## src/rtl/mem_port_arbiter_pkg.sv

```systemverilog
// Shared types and constants for the memory port arbiter and its round-robin picker.
package mem_port_arbiter_pkg;

    localparam int DATA_W   = 32;
    localparam int MEM_BE_W = 4;
    // Widest byte address the request latch can hold.
    localparam int ADDR_W   = 32;

    typedef enum logic [1:0] {
        ARB_IDLE,
        ARB_ACCESS,
        ARB_WAIT
    } arb_state_t;

    typedef struct packed {
        logic                we;
        logic [ADDR_W-1:0]   addr;
        logic [DATA_W-1:0]   wdata;
        logic [MEM_BE_W-1:0] be;
    } mem_req_t;

    // Index following idx in a ring of n entries.
    function automatic int wrap_inc(input int idx, input int n);
        return (idx + 1 >= n) ? 0 : idx + 1;
    endfunction

endpackage

```

## src/rtl/mem_port_arbiter_rr_pick.sv

```systemverilog
// Combinational round-robin picker: first set request at or after ptr_i, wrapping.
// Kept generic so other shared resources can reuse it.
module rr_pick #(
    parameter int  NREQ  = 2,
    localparam int IDX_W = (NREQ > 1) ? $clog2(NREQ) : 1
) (
    input  logic [NREQ-1:0]  req_i,
    input  logic [IDX_W-1:0] ptr_i,
    output logic [NREQ-1:0]  grant_o,
    output logic [IDX_W-1:0] winner_o,
    output logic             valid_o
);

    int   idx;
    logic found;

    always_comb begin
        // NOTE: every output of a combinational block gets a default first,
        // otherwise an unassigned path infers a latch.
        grant_o  = '0;
        winner_o = '0;
        found    = 1'b0;
        idx      = 0;
        for (int off = 0; off < NREQ; off++) begin
            idx = (int'(ptr_i) + off) % NREQ;
            if (!found && req_i[IDX_W'(idx)]) begin
                found                 = 1'b1;
                grant_o[IDX_W'(idx)]  = 1'b1;
                winner_o              = IDX_W'(idx);
            end
        end
        valid_o = found;
    end

endmodule

```

## src/rtl/mem_port_arbiter.sv

```systemverilog
// Round-robin arbiter sharing one synchronous single-ported memory between NREQ
// requesters; one transaction (accept, access, fixed-latency response) at a time.
module mem_port_arbiter
    import mem_port_arbiter_pkg::*;
#(
    parameter int NREQ   = 2,
    parameter int AW     = 32,
    parameter int RD_LAT = 1
) (
    input  logic                           clk,
    input  logic                           rst,
    input  logic [NREQ-1:0]                req_valid,
    input  logic [NREQ-1:0]                req_we,
    input  logic [NREQ-1:0][AW-1:0]        req_addr,
    input  logic [NREQ-1:0][DATA_W-1:0]    req_wdata,
    input  logic [NREQ-1:0][MEM_BE_W-1:0]  req_be,
    output logic [NREQ-1:0]                req_ready,
    output logic [NREQ-1:0]                rsp_valid,
    output logic [DATA_W-1:0]              rsp_rdata,
    output logic                           mem_rden,
    output logic                           mem_wren,
    output logic [AW-1:0]                  mem_addr,
    output logic [DATA_W-1:0]              mem_wdata,
    output logic [MEM_BE_W-1:0]            mem_be,
    input  logic [DATA_W-1:0]              mem_rdata
);

    localparam int IDX_W = (NREQ > 1) ? $clog2(NREQ) : 1;
    localparam int CNT_W = (RD_LAT > 1) ? $clog2(RD_LAT) : 1;

    arb_state_t       state_q, state_d;
    logic [IDX_W-1:0] rr_ptr_q, rr_ptr_d;
    logic [CNT_W-1:0] cnt_q, cnt_d;
    mem_req_t         req_q, req_d;
    logic [IDX_W-1:0] owner_q, owner_d;

    logic [NREQ-1:0]  grant;
    logic [IDX_W-1:0] winner;
    logic             any_req;

    rr_pick #(.NREQ(NREQ)) u_rr_pick (
        .req_i    (req_valid),
        .ptr_i    (rr_ptr_q),
        .grant_o  (grant),
        .winner_o (winner),
        .valid_o  (any_req)
    );

    always_comb begin
        state_d   = state_q;
        rr_ptr_d  = rr_ptr_q;
        cnt_d     = cnt_q;
        req_d     = req_q;
        owner_d   = owner_q;
        req_ready = '0;
        rsp_valid = '0;
        mem_rden  = 1'b0;
        mem_wren  = 1'b0;

        unique case (state_q)
            ARB_IDLE: begin
                // No acceptance while reset is held: the grant would be lost.
                if (!rst && any_req) begin
                    req_ready   = grant;
                    req_d.we    = req_we[winner];
                    req_d.addr  = ADDR_W'(req_addr[winner]);
                    req_d.wdata = req_wdata[winner];
                    req_d.be    = req_be[winner];
                    owner_d     = winner;
                    rr_ptr_d    = IDX_W'(wrap_inc(int'(winner), NREQ));
                    state_d     = ARB_ACCESS;
                end
            end
            ARB_ACCESS: begin
                mem_wren = req_q.we;
                mem_rden = !req_q.we;
                cnt_d    = CNT_W'(RD_LAT - 1);
                state_d  = ARB_WAIT;
            end
            ARB_WAIT: begin
                if (cnt_q != '0) begin
                    cnt_d = cnt_q - CNT_W'(1);
                end else begin
                    rsp_valid[owner_q] = !rst;
                    state_d            = ARB_IDLE;
                end
            end
            default: state_d = ARB_IDLE;
        endcase
    end

    // Memory side is driven straight from the latch so it holds between accesses.
    assign mem_addr  = AW'(req_q.addr);
    assign mem_wdata = req_q.wdata;
    assign mem_be    = req_q.be;
    assign rsp_rdata = mem_rdata;

    always_ff @(posedge clk) begin
        // NOTE: state registers use non-blocking assignment so every flop
        // samples the pre-edge value regardless of statement order.
        if (rst) begin
            state_q  <= ARB_IDLE;
            rr_ptr_q <= '0;
            cnt_q    <= '0;
            req_q    <= '0;
            owner_q  <= '0;
        end else begin
            state_q  <= state_d;
            rr_ptr_q <= rr_ptr_d;
            cnt_q    <= cnt_d;
            req_q    <= req_d;
            owner_q  <= owner_d;
        end
    end

endmodule

```

## config.mk

```make
export PLATFORM = sky130hd
export DESIGN_NAME = mem_port_arbiter
export DESIGN_NICKNAME = d
export VERILOG_FILES = /design/src/rtl/mem_port_arbiter_pkg.sv /design/src/rtl/mem_port_arbiter_rr_pick.sv /design/src/rtl/mem_port_arbiter.sv
export SDC_FILE = /design/constraint.sdc
export NUM_CORES = 1
export LEC_CHECK = 0
export CAP_MARGIN = 15
export CORE_ASPECT_RATIO = 1.2
export CORE_MARGIN = 5
export CORE_UTILIZATION = 36
export CTS_CLUSTER_DIAMETER = 120
export DETAILED_ROUTE_END_ITERATION = 8
export PLACE_DENSITY_LB_ADDON = 0.2
export SYNTH_ARGS = -nofsm -noshare
export SYNTH_HDL_FRONTEND = slang
export SYNTH_SLANG_ARGS = --single-unit
```

## constraint.sdc

```tcl
create_clock -name clk -period 2 [get_ports clk]
set_input_delay 0.2 -clock clk [delete_from_list [all_inputs] [get_ports clk]]
set_output_delay 0.2 -clock clk [all_outputs]
set_load 0.02 [all_outputs]
```

# Word-level counts from Yosys, hierarchy flattened
# Cells that the tools add are included.
[word_totals] regBits=74 inputBits=174 out_inout_bits=106 word_cells=73
[op_classes] n_addsub=3 n_lt_le_gt_ge=8 eq_ne=4 mux=36 n_bitwise=2 n_reduce_logical=12
[ops] cell="two-way mux 32 bit" count=4
[ops] cell="two-way mux 1 bit" count=17
[ops] cell="two-way mux 2 bit" count=8
[ops] cell="two-way mux 4 bit" count=2
[ops] cell="less-than comparator 1 x 3 -> 1 bit (second input constant)" count=2
[ops] cell="case mux 2 bit (3 select lines)" count=1
[ops] cell="logical AND 1 bit" count=5
[ops] cell="less-than comparator 1 x 2 -> 1 bit (second input constant)" count=2
[ops] cell="inequality test 2 bit (second input constant)" count=2
[ops] cell="AND reduction 2 bit" count=2
[ops] cell="demux 1 bit (select 1 bit)" count=3
[ops] cell="greater-or-equal comparator 1 bit (second input constant)" count=3
[ops] cell="logical NOT 1 bit" count=3
[ops] cell="adder 1 x 1 -> 2 bit (second input constant)" count=1
[ops] cell="bitwise AND 2 bit" count=1
[ops] cell="equality test 2 x 1 -> 1 bit (second input constant)" count=1
[ops] cell="equality test 2 bit (second input constant)" count=1
[ops] cell="greater-or-equal comparator 2 bit (second input constant)" count=1
[ops] cell="logical NOT 2 bit" count=1
[ops] cell="bitwise OR 2 bit" count=1
[ops] cell="case mux 1 bit (2 select lines)" count=1
[ops] cell="nonzero test 2 bit" count=1
[ops] cell="adder 1 bit (second input constant)" count=1
[ops] cell="subtractor 1 bit (second input constant)" count=1

# Depth between registers and ports, before layout
[logic_depth] depth_word=10 mapped_depth=6 mapped_depth_nobuf=4

# Modules after synthesis
# Synthesis repeated with hierarchy kept, for this count alone.
[unflattened] cells_unflattened=432 area_unflattened_um2=3983.8
[modules_own_cells] module="mem_port_arbiter" instances=1 cells_each=427 area_each_um2=3948.8 seq_area_each_um2=1461.4
[modules_own_cells] module="rr_pick" instances=1 cells_each=5 area_each_um2=35.0 seq_area_each_um2=0.0

# Least setup slack after synthesis
# No wires, ideal clock.
[synth_path] path_type="reg2out" startpoint="register state_q[0]" endpoint="output req_ready[0]" arrival_ns=1.507 required_time_ns=1.800 path_slack_ns=0.293 path_stages_with_launch=5 path_buffers=2 cell_sequence="dfxtp_1 -> or4b_4 -> buf_6 -> clkbuf_1 -> nor2_1"
[synth_between] elab_chain_cells=2
[synth_rtl] element="start: declaration" line="mem_port_arbiter.sv:31" source="arb_state_t state_q, state_d;"
[synth_rtl] element="start signal: assignment" line="mem_port_arbiter.sv:108" source="state_q <= state_d;"
[synth_rtl] element="logical NOT 2 bit" line="mem_port_arbiter.sv:60" source="unique case (state_q)"
[synth_rtl] element="two-way mux 2 bit" line="mem_port_arbiter.sv:60"
[synth_rtl] element="end: declaration" line="mem_port_arbiter.sv:17" source="output logic [NREQ-1:0] req_ready,"
# Every way passes these cells.

# Final worst setup path
[layout_path] startpoint="register state_q[1]" endpoint="output rsp_valid[1]"
[layout_between] elab_chain_cells=2
[layout_rtl] element="equality test 2 bit" line="mem_port_arbiter.sv:60"
[layout_rtl] element="two-way mux 2 bit" line="mem_port_arbiter.sv:60"
[layout_rtl] element="end: declaration" line="mem_port_arbiter.sv:18" source="output logic [NREQ-1:0] rsp_valid,"
# Every way passes these cells.

==> reports/summary.txt <==
number of synthesis warnings = 0
Clock Power Share = 38.4%
Worst Skew = 0.00603 ns
Starting Density = 36.5%
postcts setup bufs = 0
Max IR drop VDD = 0.000325 V
placement-stage cell area = 0.00553 mm^2
Tmin final = 1.88 ns
Total GRT Usage = 14.9%
Leak = 0.00254 uW
fillcell total = 1021
critical path arrival = 1.68 ns
Synth top area share = 36.4%
CTS Root Cell = clkbuf_16
Synth async-reset ratio = 0%
CTS tree = built
Core ar. = 0.0110 mm^2
vias in the first global route = 3134
Yosys reg bits = 73
Final setup viols = 0
maximum number of pins on one net before global-route repair = 137
post-detail-place hpwl = 7830 um
Crit Path Category = reg2out
Die X = 106 um
leading area contributor after synthesis = dfxtp_1
final wirelength = 10300 um
Net Count, Synth = 602
ant diodes = 0
Hold Worst Slack = 0.400 ns
Final ANT Viol Nets = 0
RD Place Congestion = 0.720
global-route wire length before repair = 15900 um
Vias = 3149
worst path required time = 1.80 ns
sequential share of the synthesized area = 36.4%
grt total ovfl = 0
multi-input combinational cell area = 0.00165 mm^2
synth unique cells = 20
Int Power = 3220 uW
IO Port Bufs = 213
worst-skew pair later-pin latency = 0.32 ns
Tcrit/Tclk final = 93.9%
Vias per Instance = 4.71
Nets = 706
crit start category = flop
Std-Cell Rows = 42
Worst-path clk slew = 0.06 ns
Die Height = 126 um
Top Ports = 280
status = finished clean
Mapped Cells = 428
fmax = 0.533 GHz
count of final hold-check violations = 0
clk buf depth = 2
main area contributors after synthesis = dfxtp_1 36%, buf_4 19%, mux2i_1 17%
Worst setup EP type = primary output
Sequential Power Share = 38.5%
Sw Ratio = 24.3%
1st-iter DRT viols = 114
Top FF cell, synth = dfxtp_1
Inserted Clock Buffers = 9
Pwr per Cell Area = 729 mW/mm^2
Layout area overhead = 45.4%
Reg area = 0.00146 mm^2
number of synthesized flops with an enable pin = 0
die area = 0.0134 mm^2
Mean Syn Cell Area = 9.38 um^2
Comb pwr share = 23.1%
share of cells above drive strength 1 = 5.21%
Pins Over Slew Limit = 0
Mapped Area = 0.00401 mm^2
TritonRoute pass-1 iters = 4
post-DR wirelength/cell = 15.4 um
crit path max fanout = 4
Net Sw Power = 1040 uW
RSZ-0062 raised after global routing = no
# DRC = 0
cell area after layout = 0.00584 mm^2
CTS sink cnt = 73
antenna violations before repair = 0
HP Class = in2out
Max Cap Viol = 0
depth of the CTS H-tree = 3
==> cell usage after synthesis, types with 2 or more instances <==
cell type / number
o21ai_0: 59
nand2_1: 3
o21ai_1: 10
clkbuf_1: 17
nor2_1: 5
mux2i_1: 69
inv_1: 2
nand3b_1: 68
dfxtp_1: 73
buf_6: 3
buf_2: 10
buf_4: 101
==> sequential cells by signal, summed over array words and instances (netlist names) <==
register,count
mem_wdata,32
rr_ptr_q,1
owner_q,1
mem_addr,32
req_q,1
state_q,2
mem_be,4
==> timing repair <==
item,4_1_cts,5_1_grt
hold buffers,0,0
endpoints found under the setup margin,1,0
resized for setup,1,0
==> path summary, 6_finish.rpt <==
kind                                  start                          to  slack [ns]  depth (start not counted)
setup / recovery    state_q[1]$_SDFFE_PP0P_                rsp_valid[1]        0.12                          2
hold / removal                mem_rdata[17]               rsp_rdata[17]        0.40                          0
setup reg to reg    state_q[0]$_SDFFE_PP0P_  mem_wdata[12]$_SDFFE_PP0P_        0.30                          5
hold reg to reg   mem_addr[15]$_SDFFE_PP0P_   mem_addr[15]$_SDFFE_PP0P_        0.48                          2
==> cells by family (layout without fill, tap and decap cells) <==
family,after synthesis,count (layout),share of synthesized area [%]
mux,69,69,17.2
flops,73,73,36.4
xor+xnor,1,1,0.218
other cells,1,1,0.0934
buf+inv,133,242,22.8
simple gates,81,81,14.6
compound gates,70,70,8.73
==> metal layers <==
metal	routed length (um)	share of wire, %	up-vias	global-route usage, %
met1	3860	38	1408	15.8
met5	0	0	-	0
met4	159	1.5	0	6.02
li1	-	-	1586	-
met2	5170	50	137	25.8
met3	1080	11	18	6.45
==> cell usage in the layout, fill, tap and decap left out, types with 2 or more instances in the layout <==
cell type        instances
clkbuf_8                 3
o21ai_0                 59
clkbuf_16                9
nor2_1                   5
inv_1                    2
buf_12                   3
o21ai_1                 10
mux2i_1                 69
nand3b_1                68
clkdlybuf4s50_1        211
buf_4                    8
nand2_1                  2
clkbuf_1                 2
dfxtp_1                 73
==> worst max-delay path, cell delays in order, from the launching register on <==
cell and delay, ns:
dfxtp_1 0.37, nor4bb_1 0.30, clkdlybuf4s50_1 0.69
==> power by group through the flow <==
stage	Combinational (uW)	Clock (uW)	Sequential (uW)
6_report	985	1630	1640
5_1_grt	1060	1740	1650
4_1_cts	1000	1690	1640
3_5_place_dp	999	0	1670
3_3_place_gp	994	0	1660
2_1_floorplan	677	0	1650
==> area by class of cell <==
cell class,count,area share (%)
Sequential cell,73,25.0
Clock buffer,14,4.70
Timing Repair Buffer,224,38.5
Multi-Input combinational cell,222,28.2
Tap cell,132,2.83
Clock inverter,2,0.600
Inverter,2,0.129
==> metrics by stage <==
step	cells	setup TNS (ns)	util (%)	total power (uW)	worst slack, ns
final	669	0	53.1	4260	0.122
after detailed placement	653	-0.0674	50.3	2670	-0.0674
after CTS	669	0	53.1	4330	0.0934
after global routing	669	0	53.1	4460	0.0157
after floorplan	428	0	-	2330	0.293
after global placement	653	-0.112	50.3	2660	-0.112
(Power assumes the default switching activity.)
